### config.mk
export PLATFORM = sky130hd
export DESIGN_NAME = i2c_tmp101_reader
export DESIGN_NICKNAME = d
export VERILOG_FILES = /design/src/rtl/i2c_pkg.sv /design/src/rtl/i2c_phase_timer.sv /design/src/rtl/i2c_tmp101_reader.sv
export SDC_FILE = /design/constraint.sdc
export NUM_CORES = 1
export LEC_CHECK = 0
export ABC_AREA = 1
export BUFFER_PORTS_ARGS = -buffer_cell sky130_fd_sc_hd__buf_2
export CAP_MARGIN = 20
export CORE_AREA = 10 10 83 85
export CTS_CLUSTER_SIZE = 30
export DETAILED_ROUTE_END_ITERATION = 12
export DIE_AREA = 0 0 93 95
export PLACE_DENSITY = 0.71
export SYNTH_ARGS = -nofsm -noshare
export SYNTH_HDL_FRONTEND = slang
export SYNTH_SLANG_ARGS = --single-unit
### constraint.sdc
create_clock -name CLOCK -period 1.62 [get_ports CLOCK]
set_input_delay 0.324 -clock CLOCK [delete_from_list [all_inputs] [get_ports CLOCK]]
set_output_delay 0.324 -clock CLOCK [all_outputs]
set_load 0.005 [all_outputs]
### src/rtl/i2c_pkg.sv
// -----------------------------------------------------------------------------
// i2c_pkg
// Shared definitions for the TMP101 temperature reader: sequencer state
// encoding, default slave address, R/W bit value and bit-slot counts.
// -----------------------------------------------------------------------------
package i2c_pkg;

  typedef enum logic [3:0] {
    IDLE,
    START,
    ADDR,
    ACK_A,
    RD_MSB,
    M_ACK,
    RD_LSB,
    M_NACK,
    STOP
  } i2cState_t;

  localparam logic [6:0] DEFAULT_DEV_ADDR = 7'b1001000;
  localparam logic       READ_BIT         = 1'b1;

  // Data bits per byte, and slots per byte including the acknowledge slot.
  localparam int DATA_BITS = 8;
  localparam int SLOT_BITS = 9;

  // Address byte sent on the bus for a read from the given 7-bit address.
  function automatic logic [7:0] readAddrByte(input logic [6:0] devAddr);
    return {devAddr, READ_BIT};
  endfunction

endpackage

### src/rtl/i2c_phase_timer.sv
// -----------------------------------------------------------------------------
// i2c_phase_timer
// Divides CLOCK into quarter SCL periods. `tick` is high on the last cycle of
// each quarter; `quarter` is the 2-bit index of the current quarter within a
// bit slot.
//
// Ports:
//   CLOCK    in   system clock
//   Reset    in   asynchronous active-high reset
//   restart  in   synchronous restart: next cycle is cycle 0 of quarter 0
//   tick     out  last cycle of the current quarter
//   quarter  out  quarter index 0..3
// -----------------------------------------------------------------------------
module i2c_phase_timer #(
  parameter int QUARTER = 125
) (
  input  logic       CLOCK,
  input  logic       Reset,
  input  logic       restart,
  output logic       tick,
  output logic [1:0] quarter
);

  localparam int CW = (QUARTER > 1) ? $clog2(QUARTER) : 1;

  logic [CW-1:0] cntReg;
  logic [1:0]    quarterReg;

  assign tick    = (cntReg == CW'(QUARTER - 1));
  assign quarter = quarterReg;

  always_ff @(posedge CLOCK or posedge Reset) begin
    if (Reset) begin
      cntReg     <= '0;
      quarterReg <= '0;
    end else if (restart) begin
      cntReg     <= '0;
      quarterReg <= '0;
    end else if (tick) begin
      cntReg     <= '0;
      quarterReg <= quarterReg + 2'd1;
    end else begin
      cntReg     <= cntReg + 1'b1;
    end
  end

endmodule

### src/rtl/i2c_tmp101_reader.sv
// -----------------------------------------------------------------------------
// i2c_tmp101_reader
// I2C master sequencer performing a two-byte read of the TMP101 temperature
// register (pointer left at its power-on value). Drives SCL and the open-drain
// SDA pull-down, controls an external 8-bit shift register for the address
// byte and the received bytes, and publishes the reading as a 16-bit word.
//
// Ports:
//   CLOCK         in   system clock
//   Reset         in   asynchronous active-high reset
//   Start         in   read request, honoured only while idle
//   SDA_in        in   synchronised SDA level
//   SDA_oe        out  1 = pull SDA low
//   SCL           out  I2C clock
//   WriteLoad     out  pulse: shift register loads SentData
//   SentData      out  address byte {DEV_ADDR, read}
//   ShiftorHold   out  pulse: shift register shifts left one place
//   ShiftIn       out  bit entering the shift register LSB
//   ShiftOut      in   shift register MSB
//   ReceivedData  in   shift register contents
//   Temp          out  last good reading {MSB, LSB}
//   Busy          out  transaction in progress
//   Done          out  pulse at end of transaction
//   AckError      out  address byte was not acknowledged
// -----------------------------------------------------------------------------
module i2c_tmp101_reader
  import i2c_pkg::*;
#(
  parameter int         QUARTER  = 125,
  parameter logic [6:0] DEV_ADDR = DEFAULT_DEV_ADDR
) (
  input  logic        CLOCK,
  input  logic        Reset,
  input  logic        Start,
  input  logic        SDA_in,
  output logic        SDA_oe,
  output logic        SCL,
  output logic        WriteLoad,
  output logic [7:0]  SentData,
  output logic        ShiftorHold,
  output logic        ShiftIn,
  input  logic        ShiftOut,
  input  logic [7:0]  ReceivedData,
  output logic [15:0] Temp,
  output logic        Busy,
  output logic        Done,
  output logic        AckError
);

  i2cState_t   stateReg, stateNext;
  logic [2:0]  bitCntReg, bitCntNext;
  logic [7:0]  msbReg, msbNext;
  logic [7:0]  lsbReg, lsbNext;
  logic [15:0] tempReg, tempNext;
  logic        busyReg, busyNext;
  logic        doneReg, doneNext;
  logic        ackErrReg, ackErrNext;
  logic        ackBitReg, ackBitNext;
  logic        writeLoadReg, writeLoadNext;

  logic        timerRestart;
  logic        tick;
  logic [1:0]  quarter;
  logic        slotEnd;
  logic        sampleEnd;
  logic        lastBit;

  i2c_phase_timer #(
    .QUARTER (QUARTER)
  ) phaseTimer (
    .CLOCK   (CLOCK),
    .Reset   (Reset),
    .restart (timerRestart),
    .tick    (tick),
    .quarter (quarter)
  );

  assign slotEnd   = tick && (quarter == 2'd3);
  assign sampleEnd = tick && (quarter == 2'd2);
  assign lastBit   = (bitCntReg == 3'(DATA_BITS - 1));

  assign SentData  = readAddrByte(DEV_ADDR);
  assign WriteLoad = writeLoadReg;
  assign Temp      = tempReg;
  assign Busy      = busyReg;
  assign Done      = doneReg;
  assign AckError  = ackErrReg;

  always_ff @(posedge CLOCK or posedge Reset) begin
    if (Reset) begin
      stateReg     <= IDLE;
      bitCntReg    <= '0;
      msbReg       <= '0;
      lsbReg       <= '0;
      tempReg      <= '0;
      busyReg      <= 1'b0;
      doneReg      <= 1'b0;
      ackErrReg    <= 1'b0;
      ackBitReg    <= 1'b0;
      writeLoadReg <= 1'b0;
    end else begin
      stateReg     <= stateNext;
      bitCntReg    <= bitCntNext;
      msbReg       <= msbNext;
      lsbReg       <= lsbNext;
      tempReg      <= tempNext;
      busyReg      <= busyNext;
      doneReg      <= doneNext;
      ackErrReg    <= ackErrNext;
      ackBitReg    <= ackBitNext;
      writeLoadReg <= writeLoadNext;
    end
  end

  // SCL and SDA_oe are decoded straight from state and quarter so that an
  // asynchronous reset releases the bus in the same cycle.
  always_comb begin
    stateNext     = stateReg;
    bitCntNext    = bitCntReg;
    msbNext       = msbReg;
    lsbNext       = lsbReg;
    tempNext      = tempReg;
    busyNext      = busyReg;
    doneNext      = 1'b0;
    ackErrNext    = ackErrReg;
    ackBitNext    = ackBitReg;
    writeLoadNext = 1'b0;
    timerRestart  = 1'b0;
    SCL           = 1'b1;
    SDA_oe        = 1'b0;
    ShiftorHold   = 1'b0;
    ShiftIn       = 1'b0;

    case (stateReg)
      IDLE: begin
        if (Start) begin
          stateNext     = START;
          writeLoadNext = 1'b1;
          busyNext      = 1'b1;
          ackErrNext    = 1'b0;
          timerRestart  = 1'b1;
          bitCntNext    = '0;
        end
      end

      START: begin
        // SDA falls at q1 with SCL still high: start condition.
        SDA_oe = (quarter != 2'd0);
        if (slotEnd) begin
          stateNext  = ADDR;
          bitCntNext = '0;
        end
      end

      ADDR: begin
        SCL         = quarter[1];
        SDA_oe      = ~ShiftOut;
        ShiftorHold = slotEnd;
        if (slotEnd) begin
          if (lastBit) begin
            stateNext  = ACK_A;
            bitCntNext = '0;
          end else begin
            bitCntNext = bitCntReg + 3'd1;
          end
        end
      end

      ACK_A: begin
        SCL = quarter[1];
        if (sampleEnd) begin
          ackBitNext = SDA_in;
        end
        if (slotEnd) begin
          if (ackBitReg) begin
            ackErrNext = 1'b1;
            stateNext  = STOP;
          end else begin
            stateNext  = RD_MSB;
          end
        end
      end

      RD_MSB, RD_LSB: begin
        SCL = quarter[1];
        if (sampleEnd) begin
          ShiftIn     = SDA_in;
          ShiftorHold = 1'b1;
        end
        if (slotEnd) begin
          if (lastBit) begin
            bitCntNext = '0;
            if (stateReg == RD_MSB) begin
              msbNext   = ReceivedData;
              stateNext = M_ACK;
            end else begin
              lsbNext   = ReceivedData;
              stateNext = M_NACK;
            end
          end else begin
            bitCntNext = bitCntReg + 3'd1;
          end
        end
      end

      M_ACK: begin
        SCL    = quarter[1];
        SDA_oe = 1'b1;
        if (slotEnd) begin
          stateNext = RD_LSB;
        end
      end

      M_NACK: begin
        SCL = quarter[1];
        if (slotEnd) begin
          stateNext = STOP;
        end
      end

      STOP: begin
        // SDA held low through the SCL rise, released at q2: stop condition.
        SCL    = (quarter != 2'd0);
        SDA_oe = ~quarter[1];
        if (slotEnd) begin
          stateNext = IDLE;
          doneNext  = 1'b1;
          busyNext  = 1'b0;
          // Both bytes are held until here so Temp never shows a torn value.
          if (!ackErrReg) begin
            tempNext = {msbReg, lsbReg};
          end
        end
      end

      default: begin
        stateNext = IDLE;
      end
    endcase
  end

endmodule

==> impl_metrics.env <==
export IMPL_status="finished, violations left"
export IMPL_violations="negative setup slack"
export IMPL_cts_buffers=5
export IMPL_wirelength_um=5733
export IMPL_io_buffers=36
export IMPL_fin_area_um2=3262
export IMPL_hp_class="in -> reg"
export IMPL_grt_pass1_wl_um=9825
export IMPL_clock_root_buffer="clkbuf_8"
export IMPL_fin_cells=434
export IMPL_dp_cells=412
export IMPL_synth_cells=299
export IMPL_drive_above_1_share_pct=35.91
export IMPL_clock_skew_ns=0.006569
export IMPL_syn_avg_cell_area_um2=8.616
export IMPL_grt_usage_pct=13.36
export IMPL_fin_setup_tns_ns=-1.663
export IMPL_drv_slew=0
export IMPL_overflow=0
export IMPL_core_rowCount=27
export IMPL_synth_top_cells_by_count="nand2_1 (89), dfrtp_1 (53), inv_1 (30), nand3_1 (28)"
export IMPL_ir_worst_vdd_v=0.0003838
export IMPL_finalHoldViolCount=0
export IMPL_antenna_cells=0
export IMPL_power_density_nw_per_um2=643.9
export IMPL_detail_route_antenna_nets=0
export IMPL_top_level_ports=45
export IMPL_cp_arrival_ns=1.48
export IMPL_fin_crit_ns=1.801
export IMPL_tightest_slew_ns=0.5141
export IMPL_power_mw=2.100
export IMPL_clk_pin_slew_ns=0.09
export IMPL_rsz0062_at_grt="true"
export IMPL_utilization_pct=61.11
export IMPL_clock_sinks=53
export IMPL_ys_flop_type="dfrtp_1"
export IMPL_dp_hpwl_um=4123
export IMPL_cts_buffer_depth=2
export IMPL_crit_type="reg -> out"
export IMPL_die_h_um=95
export IMPL_dr_pass1_iters=5
export IMPL_post_drt_wl_per_cell_um=13.21
export IMPL_num_vias=2116
export IMPL_netlist_area_um2=2576
export IMPL_placed_area_um2=2869
export IMPL_hold_ws_ns=0.2909
export IMPL_grt_max_degree=28
export IMPL_fp_dieW_um=93
export IMPL_synth_area_leaders="dfrtp_1 (51%), nand2_1 (13%), nand3_1 (5.4%), inv_1 (4.4%), ha_1 (3.4%)"
export IMPL_worstPathMaxFanout=3
export IMPL_htreeDepth=2
export IMPL_place_ws_ns=-0.008766
export IMPL_maxSlewHeadroom_pct=65.51
export IMPL_antenna_found_initial=0
export IMPL_drt_iter0_drc=69
export IMPL_yosysMostFrequentCell="nand2_1"
export IMPL_route_detailed_drc=0
export IMPL_p_leak_nw=1.764
export IMPL_worstPathRequired_ns=1.30
export IMPL_yosysUniqueCellTypes=31
export IMPL_cts_tree="done"
export IMPL_finalCritPeriodShare_pct=111.2
export IMPL_cp_end_kind="output port"
export IMPL_nNetsFinal=381
export IMPL_drv_cap=0
export IMPL_gp_congestion=0.8655
export IMPL_ys_warn_count=0
export IMPL_core_area_um2=5338
export IMPL_start_util_pct=48.27
export IMPL_setup_viol=22
export IMPL_via_per_inst=4.876
export IMPL_worst_slack_ns=-0.1814
export IMPL_synth_area_leader_cell="dfrtp_1"
export IMPL_max_freq_mhz=555.1
export IMPL_synth_top_area_share_pct=51.48
export IMPL_die_area_um2=8835
export IMPL_grt_pass1_vias=2197
export IMPL_clk_latency_ns=0.30
export IMPL_synth_async_reset_ratio_pct=100.0
export IMPL_synth_edff_count=0
export IMPL_synth_seq_cells=53
export IMPL_cp_start_kind="register"
export IMPL_ys_seq_area_share_pct=51.48
export IMPL_area_growth_pct=26.61
[placed cells by master, fill, tap and decap left out, types with 8 or more instances in the layout]
| cell | netlist | routed |
|---|---|---|
| buf_4 | 8 | 18 |
| dfrtp_1 | 53 | 50 |
| o21ai_1 | 15 | 16 |
| nand3_1 | 28 | 17 |
| nor2_1 | 15 | 13 |
| nand2_1 | 89 | 73 |
| nand3_2 | 2 | 12 |
| nand2_2 | 5 | 17 |
| inv_2 | 1 | 9 |
| inv_1 | 30 | 22 |
| conb_1 | 2 | 8 |
| o21ai_0 | 12 | 10 |
| buf_2 | 1 | 36 |
[final cells by class]
cell class / count / area, um^2
clock inverters: 2 / 15.01
fillers: 481 / 2076
repair buffers: 61 / 401.6
well taps: 72 / 90.09
inverters: 32 / 120.1
multi-input cells: 208 / 1232
clock buffers: 6 / 72.57
flip-flops and latches: 53 / 1330
[worst max-delay path, cell delays in order (launching register included)]
cell and delay (ns):
dfrtp_1 0.40, inv_2 0.08, ha_4 0.13, nand2_2 0.04, inv_2 0.05, nand2_2 0.06
inv_2 0.08, nand4_1 0.12, nor2_1 0.11, buf_2 0.12
[routing by layer]
| metal | wire length, um | vias up | track usage [%] | part of all wire (%) |
|---|---|---|---|---|
| met1 | 2349 | 1001 | 14.61 | 41 |
| met5 | 0 | - | 0 | 0 |
| met2 | 2965 | 45 | 24.07 | 52 |
| li1 | - | 1065 | - | - |
| met4 | 52 | 0 | 3.599 | 0.91 |
| met3 | 365 | 5 | 4.679 | 6.4 |
[cell families (layout without fill, tap and decap cells)]
| group | Yosys count | after routing | share of synthesized area, % |
|---|---|---|---|
| and+or+nand+nor | 158 | 159 | 28.56 |
| DFF | 53 | 53 | 51.48 |
| buffers and inverters | 45 | 101 | 8.644 |
| AOI/OAI and AO/OA | 31 | 31 | 6.605 |
| adders and majority gates | 7 | 7 | 3.400 |
| xor gates and xnor gates | 3 | 3 | 1.020 |
| other | 2 | 8 | 0.2915 |
[power breakdown]
group | leakage [nW] | internal (mW) | switching [mW] | total, mW
Combinational | 1.10 | 0.0202 | 0.0447 | 0.0649
Sequential | 0.628 | 1.32 | 0 | 1.32
Clock | 0.0374 | 0.305 | 0.409 | 0.714
Total | 1.76 | 1.65 | 0.454 | 2.10
[sequential cells by signal, indices dropped and copies added (netlist names), 2 cells and up]
signal and count:
stateReg 4, phaseTimer.quarter 2, bitCntReg 3, Temp 16, msbReg 8, phaseTimer.cntReg 7
lsbReg 8
[final timing paths]
kind / start / endpoint / slack (ns) / depth (start not counted)
max: phaseTimer.cntReg[1] / ShiftIn / -0.18 / 9
min: SDA_in / ackBitReg / 0.29 / 3
max reg2reg: phaseTimer.cntReg[1] / Temp[8] / -0.09 / 11
min reg2reg: Temp[10] / Temp[10] / 0.48 / 2
max in group asynchronous: Reset / lsbReg[4] / 0.60 / 4
min in group asynchronous: Reset / phaseTimer.cntReg[3] / 0.54 / 3
[what timing repair did]
action,4_1_cts,5_1_grt
hold buffers,1,0
hold endpoints to repair,14,0
cloned,0,1
setup buffers,8,5
pin swaps,2,13
setup endpoints to repair,4,45
gates resized for setup,18,41
(Power assumes the default switching activity.)
